==> src/rtl/retire_monitor.sv <==
`default_nettype none
//==============================================================================
// Module   : retire_monitor
// Purpose  : Registered monitor on the retire stream of a single-cycle core.
//            Re-times the retire stream by one cycle and counts retired
//            instructions and cycles. Detects end-of-program (the same PC
//            retired HALT_CNT times in a row), a retire watchdog timeout
//            (WDOG_CYCLES cycles in a row with no retire) and misaligned
//            retire PCs. On halt it snapshots the red-LED result word so the
//            scoreboard has one stable pass/fail source.
//
// Optional feature macro : RETIRE_HISTORY_EN
//   defined     -> 8-entry history of retired PCs, read via i_hist_idx
//   not defined -> no history storage, o_hist_pc reads 0
//
// Parameters:
//   HALT_CNT    : consecutive same-PC retires that declare halt (2..255)
//   WDOG_CYCLES : consecutive cycles without retire that declare timeout
//                 (1..2^20-1)
//
// Ports:
//   i_clk        in   1  clock, all state on rising edge
//   i_reset      in   1  asynchronous reset, active-low
//   i_pc_debug   in  32  PC of the instruction retiring this cycle
//   i_insn_vld   in   1  retire valid
//   i_io_ledr    in  32  core red-LED output (test result word)
//   i_hist_idx   in   3  history read index, 0 = newest
//   o_pc         out 32  registered retire PC (0 when not valid)
//   o_vld        out  1  registered retire valid
//   o_insn_cnt   out 32  retired instruction count (saturating)
//   o_cycle_cnt  out 32  cycle count while IDLE/RUN (saturating)
//   o_state      out  2  IDLE=0, RUN=1, HALTED=2, TIMEOUT=3
//   o_halt       out  1  state is HALTED
//   o_timeout    out  1  state is TIMEOUT
//   o_misalign   out  1  sticky: a retire had PC[1:0] != 0
//   o_ledr_snap  out 32  i_io_ledr captured on entry to HALTED
//   o_hist_pc    out 32  history entry i_hist_idx (combinational read)
//
// Revision : 1.0 - initial release
//==============================================================================
module retire_monitor #(
  parameter int unsigned HALT_CNT    = 4,
  parameter int unsigned WDOG_CYCLES = 1024
) (
  input  logic        i_clk,
  input  logic        i_reset,
  input  logic [31:0] i_pc_debug,
  input  logic        i_insn_vld,
  input  logic [31:0] i_io_ledr,
  input  logic [2:0]  i_hist_idx,
  output logic [31:0] o_pc,
  output logic        o_vld,
  output logic [31:0] o_insn_cnt,
  output logic [31:0] o_cycle_cnt,
  output logic [1:0]  o_state,
  output logic        o_halt,
  output logic        o_timeout,
  output logic        o_misalign,
  output logic [31:0] o_ledr_snap,
  output logic [31:0] o_hist_pc
);

  //--------------------------------------------------------------------------
  // Constants
  //--------------------------------------------------------------------------
  localparam logic [1:0]  c_IDLE       = 2'd0;
  localparam logic [1:0]  c_RUN        = 2'd1;
  localparam logic [1:0]  c_HALTED     = 2'd2;
  localparam logic [1:0]  c_TIMEOUT    = 2'd3;

  // Thresholds resized to the width of the counters they are compared with.
  localparam logic [7:0]  c_HALT_CNT   = 8'(HALT_CNT);
  localparam logic [19:0] c_WDOG_LIMIT = 20'(WDOG_CYCLES);
  localparam logic [31:0] c_CNT_MAX    = 32'hFFFF_FFFF;

  //--------------------------------------------------------------------------
  // Declarations
  //--------------------------------------------------------------------------
  logic [1:0]  r_state;
  logic [1:0]  w_state_next;

  logic [31:0] r_pc;
  logic        r_vld;

  logic [31:0] r_insn_cnt;
  logic [31:0] r_cycle_cnt;
  logic [31:0] r_last_pc;
  logic [7:0]  r_rep_cnt;
  logic [19:0] r_wdog_cnt;
  logic        r_misalign;
  logic [31:0] r_ledr_snap;

  logic        w_active;
  logic        w_same_pc;
  logic [7:0]  w_rep_next;
  logic [19:0] w_wdog_next;
  logic        w_hit_halt;
  logic        w_hit_wdog;
  logic        w_enter_halt;
  logic        w_misaligned_retire;
  logic [31:0] w_insn_inc;
  logic [31:0] w_cycle_inc;

  //--------------------------------------------------------------------------
  // Detection datapath
  //--------------------------------------------------------------------------
  // Counting, tracking and history only advance in the non-terminal states.
  assign w_active = (r_state == c_IDLE) || (r_state == c_RUN);

  // r_last_pc holds nothing meaningful before the first retire, so a match is
  // only honoured once in RUN; the first retire always restarts the run at 1.
  assign w_same_pc  = (r_state == c_RUN) && (i_pc_debug == r_last_pc);
  assign w_rep_next = w_same_pc ? (r_rep_cnt + 8'd1) : 8'd1;

  // Halt fires on the retire that would bring the run length to HALT_CNT.
  // rep_cnt never passes HALT_CNT because reaching it is terminal.
  assign w_hit_halt = i_insn_vld && (w_rep_next == c_HALT_CNT);

  // The watchdog only advances on idle cycles. A retire clears it, which is
  // what keeps halt and timeout from ever firing on the same edge.
  assign w_wdog_next = r_wdog_cnt + 20'd1;
  assign w_hit_wdog  = !i_insn_vld && (w_wdog_next == c_WDOG_LIMIT);

  assign w_enter_halt = w_active && (w_state_next == c_HALTED);

  assign w_misaligned_retire = i_insn_vld && (i_pc_debug[1:0] != 2'b00);

  // Saturating increments: counters park at all-ones instead of wrapping.
  assign w_insn_inc  = (r_insn_cnt  != c_CNT_MAX) ? (r_insn_cnt  + 32'd1) : r_insn_cnt;
  assign w_cycle_inc = (r_cycle_cnt != c_CNT_MAX) ? (r_cycle_cnt + 32'd1) : r_cycle_cnt;

  //--------------------------------------------------------------------------
  // FSM: state register
  //--------------------------------------------------------------------------
  always_ff @(posedge i_clk or negedge i_reset) begin
    if (!i_reset) begin
      r_state <= c_IDLE;
    end else begin
      r_state <= w_state_next;
    end
  end

  //--------------------------------------------------------------------------
  // FSM: next-state logic
  //--------------------------------------------------------------------------
  always_comb begin
    w_state_next = r_state;
    case (r_state)
      c_IDLE: begin
        // The first retire can never complete a run (HALT_CNT >= 2).
        if (i_insn_vld) begin
          w_state_next = c_RUN;
        end else if (w_hit_wdog) begin
          w_state_next = c_TIMEOUT;
        end
      end
      c_RUN: begin
        if (w_hit_halt) begin
          w_state_next = c_HALTED;
        end else if (w_hit_wdog) begin
          w_state_next = c_TIMEOUT;
        end
      end
      default: begin
        // HALTED and TIMEOUT hold until reset.
        w_state_next = r_state;
      end
    endcase
  end

  //--------------------------------------------------------------------------
  // FSM: output decode (from the registered state, so still registered)
  //--------------------------------------------------------------------------
  always_comb begin
    o_state   = r_state;
    o_halt    = (r_state == c_HALTED);
    o_timeout = (r_state == c_TIMEOUT);
  end

  //--------------------------------------------------------------------------
  // Retire pass-through: active in every state, including the terminal ones
  //--------------------------------------------------------------------------
  always_ff @(posedge i_clk or negedge i_reset) begin
    if (!i_reset) begin
      r_vld <= 1'b0;
      r_pc  <= 32'd0;
    end else begin
      r_vld <= i_insn_vld;
      r_pc  <= i_insn_vld ? i_pc_debug : 32'd0;
    end
  end

  //--------------------------------------------------------------------------
  // Counters, halt/watchdog tracking, sticky flags and LED snapshot.
  // Everything here is frozen once a terminal state is reached.
  //--------------------------------------------------------------------------
  always_ff @(posedge i_clk or negedge i_reset) begin
    if (!i_reset) begin
      r_insn_cnt  <= 32'd0;
      r_cycle_cnt <= 32'd0;
      r_last_pc   <= 32'd0;
      r_rep_cnt   <= 8'd0;
      r_wdog_cnt  <= 20'd0;
      r_misalign  <= 1'b0;
      r_ledr_snap <= 32'd0;
    end else if (w_active) begin
      r_cycle_cnt <= w_cycle_inc;

      if (i_insn_vld) begin
        r_insn_cnt <= w_insn_inc;
        r_last_pc  <= i_pc_debug;
        r_rep_cnt  <= w_rep_next;
        r_wdog_cnt <= 20'd0;
      end else begin
        r_wdog_cnt <= w_wdog_next;
      end

      if (w_misaligned_retire) begin
        r_misalign <= 1'b1;
      end

      // Captured on the same edge that enters HALTED; never on timeout.
      if (w_enter_halt) begin
        r_ledr_snap <= i_io_ledr;
      end
    end
  end

  assign o_pc        = r_pc;
  assign o_vld       = r_vld;
  assign o_insn_cnt  = r_insn_cnt;
  assign o_cycle_cnt = r_cycle_cnt;
  assign o_misalign  = r_misalign;
  assign o_ledr_snap = r_ledr_snap;

  //--------------------------------------------------------------------------
  // Retire history
  //--------------------------------------------------------------------------
`ifdef RETIRE_HISTORY_EN
  // Shift register: entry 0 is always the newest retire, so the read index
  // maps straight onto the storage with no pointer arithmetic. Entries that
  // have not been written yet still hold their reset value of 0.
  logic [7:0][31:0] r_hist;

  always_ff @(posedge i_clk or negedge i_reset) begin
    if (!i_reset) begin
      r_hist <= '0;
    end else if (w_active && i_insn_vld) begin
      r_hist <= {r_hist[6:0], i_pc_debug};
    end
  end

  assign o_hist_pc = r_hist[i_hist_idx];
`else
  // No storage is built. The index is folded in with a zero mask so the
  // port stays referenced; the result is a constant 0.
  assign o_hist_pc = 32'(i_hist_idx) & 32'd0;
`endif

endmodule
`default_nettype wire

==> config.mk <==
export PLATFORM = sky130hd
export DESIGN_NAME = retire_monitor
export DESIGN_NICKNAME = d
export VERILOG_FILES = /design/src/rtl/retire_monitor.sv
export SDC_FILE = /design/constraint.sdc
export NUM_CORES = 1
export LEC_CHECK = 0
export ABC_AREA = 1
export ABC_CLOCK_PERIOD_IN_PS = 4000
export CELL_PAD_IN_SITES_DETAIL_PLACEMENT = 1
export CELL_PAD_IN_SITES_GLOBAL_PLACEMENT = 2
export CORE_MARGIN = 5
export CORE_UTILIZATION = 31
export CTS_BUF_LIST = sky130_fd_sc_hd__clkbuf_4 sky130_fd_sc_hd__clkbuf_8
export DETAILED_ROUTE_END_ITERATION = 7
export PLACE_DENSITY = 0.9
export REMOVE_ABC_BUFFERS = 1
export SETUP_SLACK_MARGIN = 0.02
export SYNTH_ARGS = -nofsm -noshare
export SYNTH_HDL_FRONTEND = slang
export SYNTH_SLANG_ARGS = --single-unit
==> constraint.sdc <==
create_clock -name i_clk -period 4 [get_ports i_clk]
set_clock_uncertainty 0.2 [all_clocks]
set_input_delay 1.2 -clock i_clk [delete_from_list [all_inputs] [get_ports i_clk]]
set_output_delay 1.2 -clock i_clk [all_outputs]
set_load 0.01 [all_outputs]
; ---- Word level (Yosys, flattened, before mapping)
; Index checks and enable logic that the tools add are counted.
[op_classes]
n_addsub = 4
n_shift = 0
div = 0
n_eq_ne = 9
n_bitwise = 0
n_reduce_logical = 14
muxes = 7
multipliers = 0
magnitude_cmp = 0
[op_table]
columns = op, count
row1 = $add A32 B1 Y32 const B, 2
row2 = $ne A32 B32 Y1 const B, 2
row3 = $eq A32 B32 Y1, 1
row4 = $mux W32, 1
row5 = $add A20 B1 Y20 const B, 1
row6 = $eq A20 B11 Y1 const B, 1
row7 = $mux W20, 1
row8 = $add A8 B1 Y8 const B, 1
row9 = $eq A8 B3 Y1 const B, 1
row10 = $mux W8, 1
row11 = $reduce_and A2 Y1, 4
row12 = $eq A2 B2 Y1 const B, 3
row13 = $mux W2, 3
row14 = $logic_and A1 B1 Y1, 5
row15 = $pmux W2 S2, 1
row16 = $reduce_and A3 Y1, 1
row17 = $eq A2 B1 Y1 const B, 1
row18 = $logic_not A2 Y1, 1
row19 = $reduce_bool A2 Y1, 1
row20 = $logic_not A1 Y1, 1
row21 = $logic_or A1 B1 Y1, 1
[word_totals]
memories = 0
latch_bits = 0
register_bits = 192
mem_bits_ro = 0
output_inout_bits = 166
word_cells = 44
ram_bits = 0

; ---- Logic depth before layout (Yosys ltp)
[depth]
depth_word = 10
ltp_mapped = 15
depth_no_buf = 14

; ---- Least setup slack after synthesis
; Ideal clock, no wire load.
[synth_timing]
kind = input -> register
startpoint = input i_pc_debug[19]
endpoint = register r_ledr_snap[10] (netlist: o_ledr_snap[10])
slack_ns = 1.333
setup_ns = 0.117
required_ns = 3.683
arrival_time_ns = 2.350
path_stages = 14
path_buffers = 1
path_cell_list = inv_1 nand2_1 o21ai_0 nor2_1 nand2_1 nor2_1 nand2_1 nor2_2 nand4_1 nor2_4 nand2_4 buf_6 nand2_1 nand2_1
[synth_via]
elab_chain_cells = 10
[synth_lines]
columns = item, line_no
row1 = "start, declared", 47  ; input logic [31:0] i_pc_debug,
row2 = $eq A32 B32 Y1, 112  ; assign w_same_pc = (r_state == c_RUN) && (i_pc_debug == r_last_pc);
row3 = $logic_and A1 B1 Y1, 112
row4 = $mux W8, 113  ; assign w_rep_next = w_same_pc ? (r_rep_cnt + 8'd1) : 8'd1;
row5 = $eq A8 B3 Y1, 117  ; assign w_hit_halt = i_insn_vld && (w_rep_next == c_HALT_CNT);
row6 = $logic_and A1 B1 Y1, 117
row7 = $mux W2, 158  ; if (w_hit_halt) begin
row8 = $pmux W2 S2, 148  ; case (r_state)
row9 = $eq A2 B2 Y1, 124  ; assign w_enter_halt = w_active && (w_state_next == c_HALTED);
row10 = $logic_and A1 B1 Y1, 124
row11 = $reduce_and A2 Y1 (no line), -
row12 = "end signal, assigned", 224  ; r_ledr_snap <= i_io_ledr;
row13 = "end, declared", 91  ; logic [31:0] r_ledr_snap;
; Every way passes these cells.
; A chain may end at the register's enable or synchronous reset.

; ---- Final worst setup path
[layout_timing]
startpoint = register r_state[1] (netlist: o_state[1])
endpoint = output o_halt
[layout_via]
elab_chain_cells = 1
[layout_lines]
columns = item, line_no
row1 = "start, declared", 79  ; logic [1:0] r_state;
row2 = "start signal, assigned", 137  ; r_state <= c_IDLE;
row3 = "start signal, assigned", 139  ; r_state <= w_state_next;
row4 = $eq A2 B2 Y1, 176  ; o_halt = (r_state == c_HALTED);
row5 = "end, declared", 56  ; output logic o_halt,
; Every way passes these cells.

==> impl_metrics.yaml <==
outcome:
  outcome: "finished clean"
setup_path:
  crit_required_ns: 2.60
  crit_arrival_ns: 2.01
  crit_type: "reg2out"
  crit_path_start_kind: "register"
  reg2reg_to: "o_insn_cnt[4]"
  rrSetupSlack_ns: 0.98
  ff2ff_path_depth: 10
  path_max_fanout: 9
  r2r_start: "o_insn_cnt[0]"
  worstSetupEndpointType: "primary output"
synthesis:
  syn_avg_cell_area_sq_um: 7.87
  synth-async-reset-ratio_pct: 100
  synth_compound_area_share_pct: 4.35
  yosys.area_share.simple_pct: 29.0
  synthXorXnorAreaFrac_pct: 6.73
  ys_ff_latch: 192
  netlist-cell-type-count: 35
  syn-instance-count: 1239
  synthMuxAreaShare_pct: 0
  seq_area_frac_synth_pct: 49.3
  synth_top_family_by_area: "simple AND/OR/NAND/NOR gates"
  synthFlopType: "dfrtp_1"
  synthAdderAreaFrac_pct: 0.641
  yosys_warnings: 0
  syn_area_sq_um: 9750
  synth_edf_count: 0
layout:
  layout_commonest_cell: "nand2_1"
  syn2layout_area_growth_pct: 27.9
  n_fill_cell: 3835
  layout.nets: 1516
  final_area_sq_um: 12500
  layout_common_cells: "405 x nand2_1, 198 x clkdlybuf4s50_1, 192 x dfrtp_1"
  diodes: 0
  drive_above_1_share_pct: 4.40
  final_cells: 1855
min_path:
  hold_class: "reg2reg"
  holdPathEnd: "o_ledr_snap[27]"
  hp-start: "o_ledr_snap[27]"
  min_path_cells: 2
grt:
  grt_pass1_vias: 9118
  grt.overflow.total: 0
  grt_max_degree: 74
  grt_pass1_wl_microns: 47100
  grtUsageTotal_pct: 16.4
  antenna_found_initial: 3
timing:
  rsz0062_at_grt: "no"
  setup_violations: 0
  hold_viol_final: 0
  relSlewSlack_pct: 56.2
  tns_ns: 0
  timing.hold.ws_ns: 0.278
  drv_slew: 0
  fin_crit_sh_pct: 85.2
  max_clock_freq_mhz: 293
  worst_slew_pin_slew_ns: 0.657
  min_period_ns: 3.41
clock_tree:
  cts.clk_slew.worst_paths_ns: 0.10
  clock-sinks: 192
  clock_latency_ns: 0.49
  cts_root_buf: "clkbuf_8"
  clk_path_buf_depth: 2
  htreeDepth: 4
  numCtsBuffers: 17
  cts_setup_buffers: 0
  hold_buffers: 0
  cts_resized: 0
  cts_tree: "done"
floorplan:
  die_w_microns: 187
  rows: 65
  die-area_sq_um: 35100
  start_util_pct: 31.2
  chipHeight_microns: 187
  ioPinCount: 236
  core_sq_um: 31300
placed_design:
  dpl_cell_area_sq_um: 12100
  io_buffers: 200
  place_hpwl_microns: 21700
  post-place-cells: 1824
  globalplace.congestion: 0.830
flow_run:
  cap_violations: 0
route:
  drt-vias-per-instance: 4.60
  drt_wl_total_microns: 28500
  ant_nets: 0
  wl_per_cell_microns: 15.4
  drt-pass1-iter-count: 5
  initialDrtViolationCount: 332
  num_vias: 8531
  drc_errors: 0
power_and_ir_drop:
  p_leak_nw: 6.09
  power.density_nw_per_um2: 283
  power_mw: 3.53
  ir_drop_mv: 0.184
-- synth_stat cells (all sizes together), types with 2 or more instances --
cell,count,area (sq um)
a21oi,4,20.0
a22o,2,17.5
buf,45,335
clkbuf,17,63.8
dfrtp,192,4800
ha,5,62.6
inv,153,574
nand2,406,1530
nand3,68,345
nand3b,3,22.5
nand4,31,194
nor2,119,472
nor3,31,160
nor4,11,68.8
o21ai,61,305
o22ai,6,37.5
o31ai,2,28.8
or2,3,18.8
xnor2,25,219
xor2,50,438
-- worst max path at each step --
stage | start | to | slack [ns] | depth (start not counted)
after global placement | i_pc_debug[11] | o_ledr_snap[24] | 0.38 | 14
after floorplan | i_insn_vld | o_insn_cnt[9] | -0.81 | 6
final | o_state[1] | o_halt | 0.59 | 3
after detailed placement | i_pc_debug[8] | o_ledr_snap[21] | 0.34 | 14
after global routing | o_state[1] | o_halt | 0.39 | 3
after CTS | o_state[1] | o_halt | 0.51 | 3
-- stage by stage --
stage / util (%) / worst slack (ns)
floorplan: - / -0.813
global placement: 38.6 / 0.383
detailed placement: 38.6 / 0.337
CTS: 39.8 / 0.507
global route: 39.8 / 0.394
finish: 39.8 / 0.592
-- where the power goes --
group	internal (mW)	switching, mW	total [mW]
Combinational	0.126	0.150	0.276
Sequential	1.98	0.0192	2.00
Clock	0.525	0.735	1.26
Total	2.63	0.905	3.53
-- cells by family after synthesis --
family          Yosys count
flops                   192
xor+xnor                 75
other cells               1
simple gates            674
fa+ha+maj                 5
buf+inv                 215
compound gates           77
-- sequential cells by signal, summed over array words and instances (netlist names) --
| signal | cells |
|---|---|
| o_cycle_cnt | 32 |
| o_insn_cnt | 32 |
| o_ledr_snap | 32 |
| o_misalign | 1 |
| o_pc | 32 |
| o_state | 2 |
| o_vld | 1 |
| r_last_pc | 32 |
| r_rep_cnt | 8 |
| r_wdog_cnt | 20 |
-- routing by layer --
metal / GRT usage (%) / share of wire [%] / wire, microns / vias up
met3: 4.20 / 4.4 / 1240 / 37
met4: 4.57 / 1.8 / 519 / 6
li1: - / - / - / 4190
met2: 28.6 / 50 / 14300 / 145
met1: 20.1 / 43 / 12400 / 4153
met5: 0 / 0.14 / 41 / -
-- final cells by class --
cell class                      count  area, sq um  share of cell area (%)
Sequential cell                   192         4800                    38.5
Inverter                          153          574                    4.60
Timing Repair Buffer              214         2120                    17.0
Clock buffer                       19          262                    2.10
Tap cell                          402          503                    4.03
Multi-Input combinational cell    863         4100                    32.9
Clock inverter                     12          110                   0.883
-- critical path, stage by stage (launching register included) --
cell and delay [ns]:
dfrtp_1 0.70, inv_1 0.12, nor2_1 0.15, clkdlybuf4s50_1 0.56
Note: power is estimated with default switching activity, not from simulation.
